--- src/rtl/avalon_arb_pkg.sv ---
// Shared types and constants for the two-master Avalon-MM arbiter.
package avalon_arb_pkg;

  typedef enum logic [1:0] {
    IDLE   = 2'd0,
    GRANT0 = 2'd1,
    GRANT1 = 2'd2
  } arb_state_t;

  typedef logic master_id_t;

  localparam master_id_t M0 = 1'b0;
  localparam master_id_t M1 = 1'b1;

endpackage

--- src/rtl/avalon_arb_id_fifo.sv ---
// Ordered record of which master issued each outstanding read; head routes returning data.
module avalon_arb_id_fifo
  import avalon_arb_pkg::*;
#(
  parameter int MAXPENDING = 4
) (
  input  logic                          clk,
  input  logic                          rst,
  input  logic                          push,
  input  logic                          pop,
  input  master_id_t                    id_in,
  output master_id_t                    id_out,
  output logic                          full,
  output logic                          empty,
  output logic [$clog2(MAXPENDING):0]   count
);

  localparam int PW = $clog2(MAXPENDING);
  localparam int CW = PW + 1;

  master_id_t       mem [MAXPENDING];
  logic [PW-1:0]    wr_ptr;
  logic [PW-1:0]    rd_ptr;
  logic [CW-1:0]    cnt;
  logic             do_push;
  logic             do_pop;

  assign full    = (cnt == CW'(MAXPENDING));
  assign empty   = (cnt == '0);
  assign do_push = push & ~full;
  assign do_pop  = pop & ~empty;
  assign id_out  = mem[rd_ptr];
  assign count   = cnt;

  // Pointers wrap naturally because depth is a power of two.
  always_ff @(posedge clk or posedge rst) begin
    if (rst) begin
      wr_ptr <= '0;
      rd_ptr <= '0;
      cnt    <= '0;
    end else begin
      if (do_push) wr_ptr <= wr_ptr + PW'(1);
      if (do_pop)  rd_ptr <= rd_ptr + PW'(1);
      cnt <= cnt + CW'(do_push) - CW'(do_pop);
    end
  end

  always_ff @(posedge clk) begin
    if (do_push) mem[wr_ptr] <= id_in;
  end

endmodule

--- src/rtl/avalon_arbiter_2m.sv ---
// Round-robin arbiter sharing one Avalon-MM slave between two masters, with pipelined read routing.
module avalon_arbiter_2m
  import avalon_arb_pkg::*;
#(
  parameter int NBDATABYTES = 2,
  parameter int NBADDRBITS  = 8,
  parameter int MAXPENDING  = 4
) (
  input  logic                          clk,
  input  logic                          rst,
  input  logic [NBADDRBITS-1:0]         m0_address,
  input  logic [NBDATABYTES-1:0]        m0_byteenable,
  input  logic                          m0_read,
  input  logic                          m0_write,
  input  logic [8*NBDATABYTES-1:0]      m0_writedata,
  output logic                          m0_waitrequest,
  output logic [8*NBDATABYTES-1:0]      m0_readdata,
  output logic                          m0_readdatavalid,
  input  logic [NBADDRBITS-1:0]         m1_address,
  input  logic [NBDATABYTES-1:0]        m1_byteenable,
  input  logic                          m1_read,
  input  logic                          m1_write,
  input  logic [8*NBDATABYTES-1:0]      m1_writedata,
  output logic                          m1_waitrequest,
  output logic [8*NBDATABYTES-1:0]      m1_readdata,
  output logic                          m1_readdatavalid,
  output logic [NBADDRBITS-1:0]         s_address,
  output logic [NBDATABYTES-1:0]        s_byteenable,
  output logic [8*NBDATABYTES-1:0]      s_writedata,
  output logic                          s_read,
  output logic                          s_write,
  input  logic                          s_waitrequest,
  input  logic [8*NBDATABYTES-1:0]      s_readdata,
  input  logic                          s_readdatavalid,
  output logic [$clog2(MAXPENDING):0]   pending_count,
  output logic                          err_unexpected_rdv
);

  arb_state_t state;
  logic       req0, req1;
  logic       blocked0, blocked1;
  logic       accept0, accept1;
  logic       fifo_full, fifo_empty;
  logic       push, pop;
  master_id_t push_id, head_id;

  assign req0     = m0_read | m0_write;
  assign req1     = m1_read | m1_write;
  assign blocked0 = m0_read & fifo_full;
  assign blocked1 = m1_read & fifo_full;
  assign accept0  = (state == GRANT0) & req0 & ~s_waitrequest & ~blocked0;
  assign accept1  = (state == GRANT1) & req1 & ~s_waitrequest & ~blocked1;

  assign m0_waitrequest = req0 & ~accept0;
  assign m1_waitrequest = req1 & ~accept1;

  // Grant only moves on an accept or when the holder stops requesting, so a
  // stalled transaction keeps its address/data/controls on the slave port.
  always_ff @(posedge clk or posedge rst) begin
    if (rst) begin
      state <= IDLE;
    end else begin
      case (state)
        IDLE: begin
          if (req0)      state <= GRANT0;
          else if (req1) state <= GRANT1;
        end
        GRANT0: if ((accept0 | ~req0) & req1) state <= GRANT1;
        GRANT1: if ((accept1 | ~req1) & req0) state <= GRANT0;
        default: state <= IDLE;
      endcase
    end
  end

  always_comb begin
    s_address    = '0;
    s_byteenable = '0;
    s_writedata  = '0;
    s_read       = 1'b0;
    s_write      = 1'b0;
    case (state)
      GRANT0: begin
        s_address    = m0_address;
        s_byteenable = m0_byteenable;
        s_writedata  = m0_writedata;
        s_read       = m0_read & ~blocked0;
        s_write      = m0_write;
      end
      GRANT1: begin
        s_address    = m1_address;
        s_byteenable = m1_byteenable;
        s_writedata  = m1_writedata;
        s_read       = m1_read & ~blocked1;
        s_write      = m1_write;
      end
      default: ;
    endcase
  end

  assign push    = (accept0 & m0_read) | (accept1 & m1_read);
  assign push_id = (state == GRANT1) ? M1 : M0;
  assign pop     = s_readdatavalid & ~fifo_empty;

  avalon_arb_id_fifo #(
    .MAXPENDING (MAXPENDING)
  ) u_id_fifo (
    .clk    (clk),
    .rst    (rst),
    .push   (push),
    .pop    (pop),
    .id_in  (push_id),
    .id_out (head_id),
    .full   (fifo_full),
    .empty  (fifo_empty),
    .count  (pending_count)
  );

  assign m0_readdata      = s_readdata;
  assign m1_readdata      = s_readdata;
  assign m0_readdatavalid = pop & (head_id == M0);
  assign m1_readdatavalid = pop & (head_id == M1);

  // Data returning with nothing outstanding (e.g. issued before a reset) is dropped and flagged.
  always_ff @(posedge clk or posedge rst) begin
    if (rst)                                 err_unexpected_rdv <= 1'b0;
    else if (s_readdatavalid & fifo_empty)   err_unexpected_rdv <= 1'b1;
  end

endmodule

--- config.mk ---
export PLATFORM = sky130hd
export DESIGN_NAME = avalon_arbiter_2m
export DESIGN_NICKNAME = d
export VERILOG_FILES = /design/src/rtl/avalon_arb_pkg.sv /design/src/rtl/avalon_arb_id_fifo.sv /design/src/rtl/avalon_arbiter_2m.sv
export SDC_FILE = /design/constraint.sdc
export NUM_CORES = 1
export LEC_CHECK = 0
export ABC_AREA = 1
export CAP_MARGIN = 10
export CORE_ASPECT_RATIO = 1.1
export CORE_MARGIN = 2
export CORE_UTILIZATION = 30
export DETAILED_ROUTE_END_ITERATION = 16
export PLACE_DENSITY = 0.77
export RECOVER_POWER = 50
export SLEW_MARGIN = 0
export SYNTH_ARGS = -nofsm -noshare
export SYNTH_HDL_FRONTEND = slang
export SYNTH_HIERARCHICAL = 1
export SYNTH_SLANG_ARGS = --single-unit
--- constraint.sdc ---
create_clock -name clk -period 6.5 [get_ports clk]
set_input_delay 1.625 -clock clk [delete_from_list [all_inputs] [get_ports clk]]
set_output_delay 1.625 -clock clk [all_outputs]
set_load 0.02 [all_outputs]
Yosys cells after proc, flatten, opt, wreduce, memory -nomap -nowiden:

Memories as Yosys holds them, arrays and structs flattened.
Index checks and enable logic that the tools add are counted.

* reductions and logical operators: 3
* add/sub/neg operators: 4
* bitwise operators: 37
* multiplexer cells: 13
* eq/ne operators: 6

Operators with widths (count)
* $pmux W16 S2: 1
* $and A1 B1 Y1: 22
* $pmux W8 S2: 1
* $not A1 Y1: 10
* $mux W2: 4
* $pmux W2 S3: 1
* $or A1 B1 Y1: 5
* $add A2 B1 Y2 const B: 2
* $ne A2 B1 Y1 const B: 2
* $pmux W1 S2: 2
* $pmux W2 S2: 1
* $add A3 B1 Y3: 1
* $eq A3 B3 Y1 const B: 1
* $logic_not A3 Y1: 1
* $mux W1: 3
* $ne A3 B3 Y1 const B: 1
* $reduce_and A3 Y1: 1
* $sub A3 B1 Y3: 1
* $eq A2 B1 Y1 const B: 1
* $eq A2 B2 Y1 const B: 1
* $logic_not A2 Y1: 1

* bits of input ports: 76
* bits in writable memories: 4
* output and inout port bits: 68
* word-level logic and storage cells: 69
* flip-flop bits (word level): 10
* memories kept: 1

Memory list
* u_id_fifo.mem: words 4, width 1, read ports 1, clocked after memory_dff 0, wr ports 1, RTL line avalon_arb_id_fifo.sv:21 `master_id_t mem [MAXPENDING];`

Logic depth before layout (Yosys ltp):

* depth after elaboration: 9
* gate-level depth with buffers: 15
* depth with buffers taken out: 15

Modules after synthesis:

The synthesis kept the hierarchy.

By module, submodules not included
* avalon_arbiter_2m: area each 975.9 sq um, cells an instance 173, instances 1, seq. area each 75.1 sq um
* avalon_arb_id_fifo: area each 660.6 sq um, cells an instance 74, instances 1, seq. area each 295.3 sq um

Worst setup path before layout:

Ideal clock, no wire load.

* kind: input-to-output
* start: in s_readdatavalid
* end: out m1_readdatavalid
* required time: 4.875 ns
* path buffers: 0
* slack: 2.688 ns
* stages: 2
* arrival time: 2.187 ns
* cell sequence: inv_1 > nor3b_1

* cells in the longest elaborated chain, start to end: 2

Ends and longest elaborated chain
* start: declaration: RTL line avalon_arbiter_2m.sv:34 `input logic s_readdatavalid,`
* $and A1 B1 Y1: RTL line avalon_arbiter_2m.sv:102 `assign pop = s_readdatavalid & ~fifo_empty;`
* $and A1 B1 Y1: RTL line avalon_arbiter_2m.sv:121 `assign m1_readdatavalid = pop & (head_id == M1);`
* end: declaration: RTL line avalon_arbiter_2m.sv:26 `output logic m1_readdatavalid,`

No other way between the ends.

Worst setup path in the final report:

* start: in m0_read
* end: out s_read

* cells in the longest elaborated chain, start to end: 4

Ends and longest elaborated chain
* start: declaration: RTL line avalon_arbiter_2m.sv:13 `input logic m0_read,`
* $and A1 B1 Y1: RTL line avalon_arbiter_2m.sv:49 `assign blocked0 = m0_read & fifo_full;`
* $not A1 Y1: RTL line avalon_arbiter_2m.sv:86 `s_read = m0_read & ~blocked0;`
* $and A1 B1 Y1 *: RTL line avalon_arbiter_2m.sv:86
* $pmux W1 S2 *: RTL line avalon_arbiter_2m.sv:81 `case (state)`
* end: declaration: RTL line avalon_arbiter_2m.sv:30 `output logic s_read,`

Mark *: on every way between the ends. The rest lies on a longest branch, timed or not.

==> metrics.md <==
| Metric | Value |
|---|---|
| Top cell type's share of synthesized area | 0.188 |
| Crit path max fanout | 3 |
| Crit path largest cell delay | about 0.64 ns |
| Synth warnings | 6 |
| Port Buffer Count | 95 |
| Site Rows | 28 |
| Height of the chip | between 80 and 90 µm |
| Share of cells above drive strength 1 | 0.0554 |
| Post-synthesis async set-or-reset flop share | 0.714 |
| TritonCTS Sinks | 14 |
| Setup violations, final | 0 |
| Core area | between 5000 and 6000 µm² |
| CTS H-Tree Depth | 1 |
| EDFF count, synth | 4 |
| Register area share after synthesis | 0.226 |
| CTS buffer count | 3 |
| Pwr per Cell Area | between 300 and 400 nW/µm² |
| Gr ovfl total | 0 |
| Max Clk Rate | 210 MHz |
| Starting DRT DRC Count | 50 |
| Multiplexer area fraction after synthesis | 0 |
| Synth cell types | 26 |
| Worst-skew pair later-pin latency | 0.25 ns |
| Final instance area | about 2400 µm² |
| Hold Buf Count CTS | 0 |
| RSZ-0062 raised after global routing | no |
| Largest net degree at the start of global routing | 31 |
| Initial antenna violation count | 0 |
| Mapped cell area | about 1600 µm² |
| I/O pin cnt | approximately 140 |
| Setup Buffers After CTS | 0 |
| Synth Register Bits | 14 |
| Post-synth top flop | dfrtp_1 |
| Setup TNS | 0 ns |
| Worst Setup End Kind | output port |
| Via count | about 1600 |
| Max VDD drop | around 0.19 mV |
| Leak pwr | around 1.0 nW |
| Total track usage | 0.132 |
| Placed Area | ~2400 µm² |
| ANT nets after route | 0 |
| Fin. max-slew vios | 0 |
| Top cells by area, synth | nand2_1 (19%), dfrtp_1 (15%), buf_4 (15%) |
| Worst Tran Pin Value | between 1 and 1.5 ns |
| GPL Wtd Cong | about 0.76 |
| Worst Path Arrival | 3.15 ns |
| Die Width | between 70 and 80 µm |
| Period Utilization, post-route | 0.734 |
| Cell with the most instances after synthesis | nand2_1 |
| Post-detail-place hpwl | roughly 3300 µm |
| CP required | around 5 ns |
| Vias in the first global route | between 1000 and 1500 |
| Syn Inst Count | 247 |
| DRT Pass-1 Iters | 4 |
| Outcome | finished, final reports clean |
| Vias per inst | 4.23 |
| Syn nets | 333 |
| CP startpoint kind | input pin |
| Clk slew on worst S/H paths | approximately 0.060 ns |
| Crit-path slowest cell | clkdlybuf4s50_1 |
| Nets@finish | around 390 |
| Starting density of the core | 0.307 |
| Clock Tree Buf Depth | 2 |
| Final-layout fill cell count | between 500 and 600 |
| Max-Cap Viols | 0 |
| CTS tree | built |
| Min Tclk post-route | ~4.8 ns |
| Crit Path Category | input pin to output port |
| Synth top cells by count | nand2_1 (82), buf_4 (33), inv_1 (32), a21oi_1 (27), dfrtp_1 (10) |
| Clk_skew | between 0.003 and 0.004 ns |
| Post-Synth Simple-Gate Area | 0.319 |
| Area Growth Syn to Fin | 47.9% |
| # resized after CTS | 0 |
| Rel. slew slack | 0.320 |
| Die area | between 6000 and 7000 µm² |
| Xor/xnor cell area share of the yosys netlist | 0 |
| Root buffer cell | clkbuf_8 |
| Hold crit path type | flip-flop to flip-flop |
| Final Hold Vio Count | 0 |
| WL per Instance | 10.5 µm |
| Final WL | 4030 µm |
| Post-synthesis compound-gate area fraction | 0.114 |
| Diodes inserted | 0 |
| Critical-path cell list | dlygate4sd3_1, nand2_1, a211oi_2, clkdlybuf4s50_1 |
| Synth area leader | nand2_1 |
| First-pass GRT wire length | around 6400 µm |
| Main combinational cell family by area after synthesis | simple AND/OR/NAND/NOR gates |
| DRC viols | 0 |
| Avg Cell Area, Syn | approximately 6.6 µm² |
| Post-synthesis adder-cell area fraction | 0.0810 |
==> per-layer routing <==
metal / up-vias / track usage / part of all wire
li1: 851 / - / -
met1: 702 / 0.167 / 0.41
met2: 58 / 0.224 / 0.52
met3: 6 / 0.0221 / 0.059
met4: 0 / 0.0446 / 0.012
met5: - / 0 / 0
==> state kept, by name (all words and copies together) (netlist names) <==
| name | count |
|---|---|
| err_unexpected_rdv | 1 |
| state | 2 |
| u_id_fifo/count | 3 |
| u_id_fifo/mem | 4 |
| u_id_fifo/rd_ptr | 2 |
| u_id_fifo/wr_ptr | 2 |
==> critical path, delay by kind of cell <==
kind,cells,cell delay (ns)
buf+inv,2,1.20
compound gates,1,0.23
simple gates,1,0.10
==> area by class of cell <==
class / count / area (µm²) / share of cell area
repair buffers: 96 / 958 / 0.396
clock buffers: 3 / 41.3 / 0.0171
clock inverters: 1 / 3.75 / 0.00155
multi-input cells: 160 / 828 / 0.342
well taps: 75 / 93.8 / 0.0388
flip-flops and latches: 14 / 370 / 0.153
inverters: 33 / 124 / 0.0512
==> path summary, 6_finish.rpt <==
| check | startpoint | end | slack [ns] | cells past startpoint |
|---|---|---|---|---|
| max | m0_read | s_read | 1.73 | 4 |
| min | err_unexpected_rdv$_DFFE_PP0P_ | err_unexpected_rdv$_DFFE_PP0P_ | 0.45 | 1 |
| max reg2reg | state[1]$_DFFE_PP0P_ | u_id_fifo/count[2]$_DFF_PP0_ | 3.06 | 12 |
| min reg2reg | err_unexpected_rdv$_DFFE_PP0P_ | err_unexpected_rdv$_DFFE_PP0P_ | 0.45 | 1 |
| max in group asynchronous | rst | u_id_fifo/count[0]$_DFF_PP0_ | 4.49 | 2 |
| min in group asynchronous | rst | err_unexpected_rdv$_DFFE_PP0P_ | 1.71 | 2 |
==> power by group <==
part	internal [mW]	switching, mW	leakage (nW)
logic	0.283	0.395	0.859
registers	0.126	0.0351	0.156
clock network	0.0418	0.0308	0.0231
==> metrics by stage <==
stage	power [mW]	setup WS (ns)	std cells	util	hold slack [ns]
after global placement	0.842	1.81	378	0.448	0.443
after global routing	1.01	1.62	382	0.454	0.487
final	0.912	1.73	382	0.454	0.450
after floorplan	0.635	2.69	247	-	0.441
after detailed placement	0.857	1.80	378	0.448	0.451
after CTS	0.934	1.79	382	0.457	0.464
==> cells by family after synthesis <==
kind of cell,count (synthesis)
adder cells (fa/ha/maj),10
buffers and inverters,73
AND/OR/NAND/NOR,115
AO/OA/AOI/OAI,35
flip-flops,14
==> cell usage in the layout (no fill, tap or decap), drive strengths merged <==
master,n
o22ai,1
nor2,8
buf,1
nand4,2
fa,1
dlygate4sd3,7
nand2,92
nor3,1
o21ai,5
a211oi,1
clkdlybuf4s50,88
clkinv,1
nand3,11
ha,9
a21o,1
dfrtp,10
nor3b,1
inv,33
clkbuf,3
a21oi,27
edfxtp,4
Note: power is estimated with default switching activity, not from simulation.
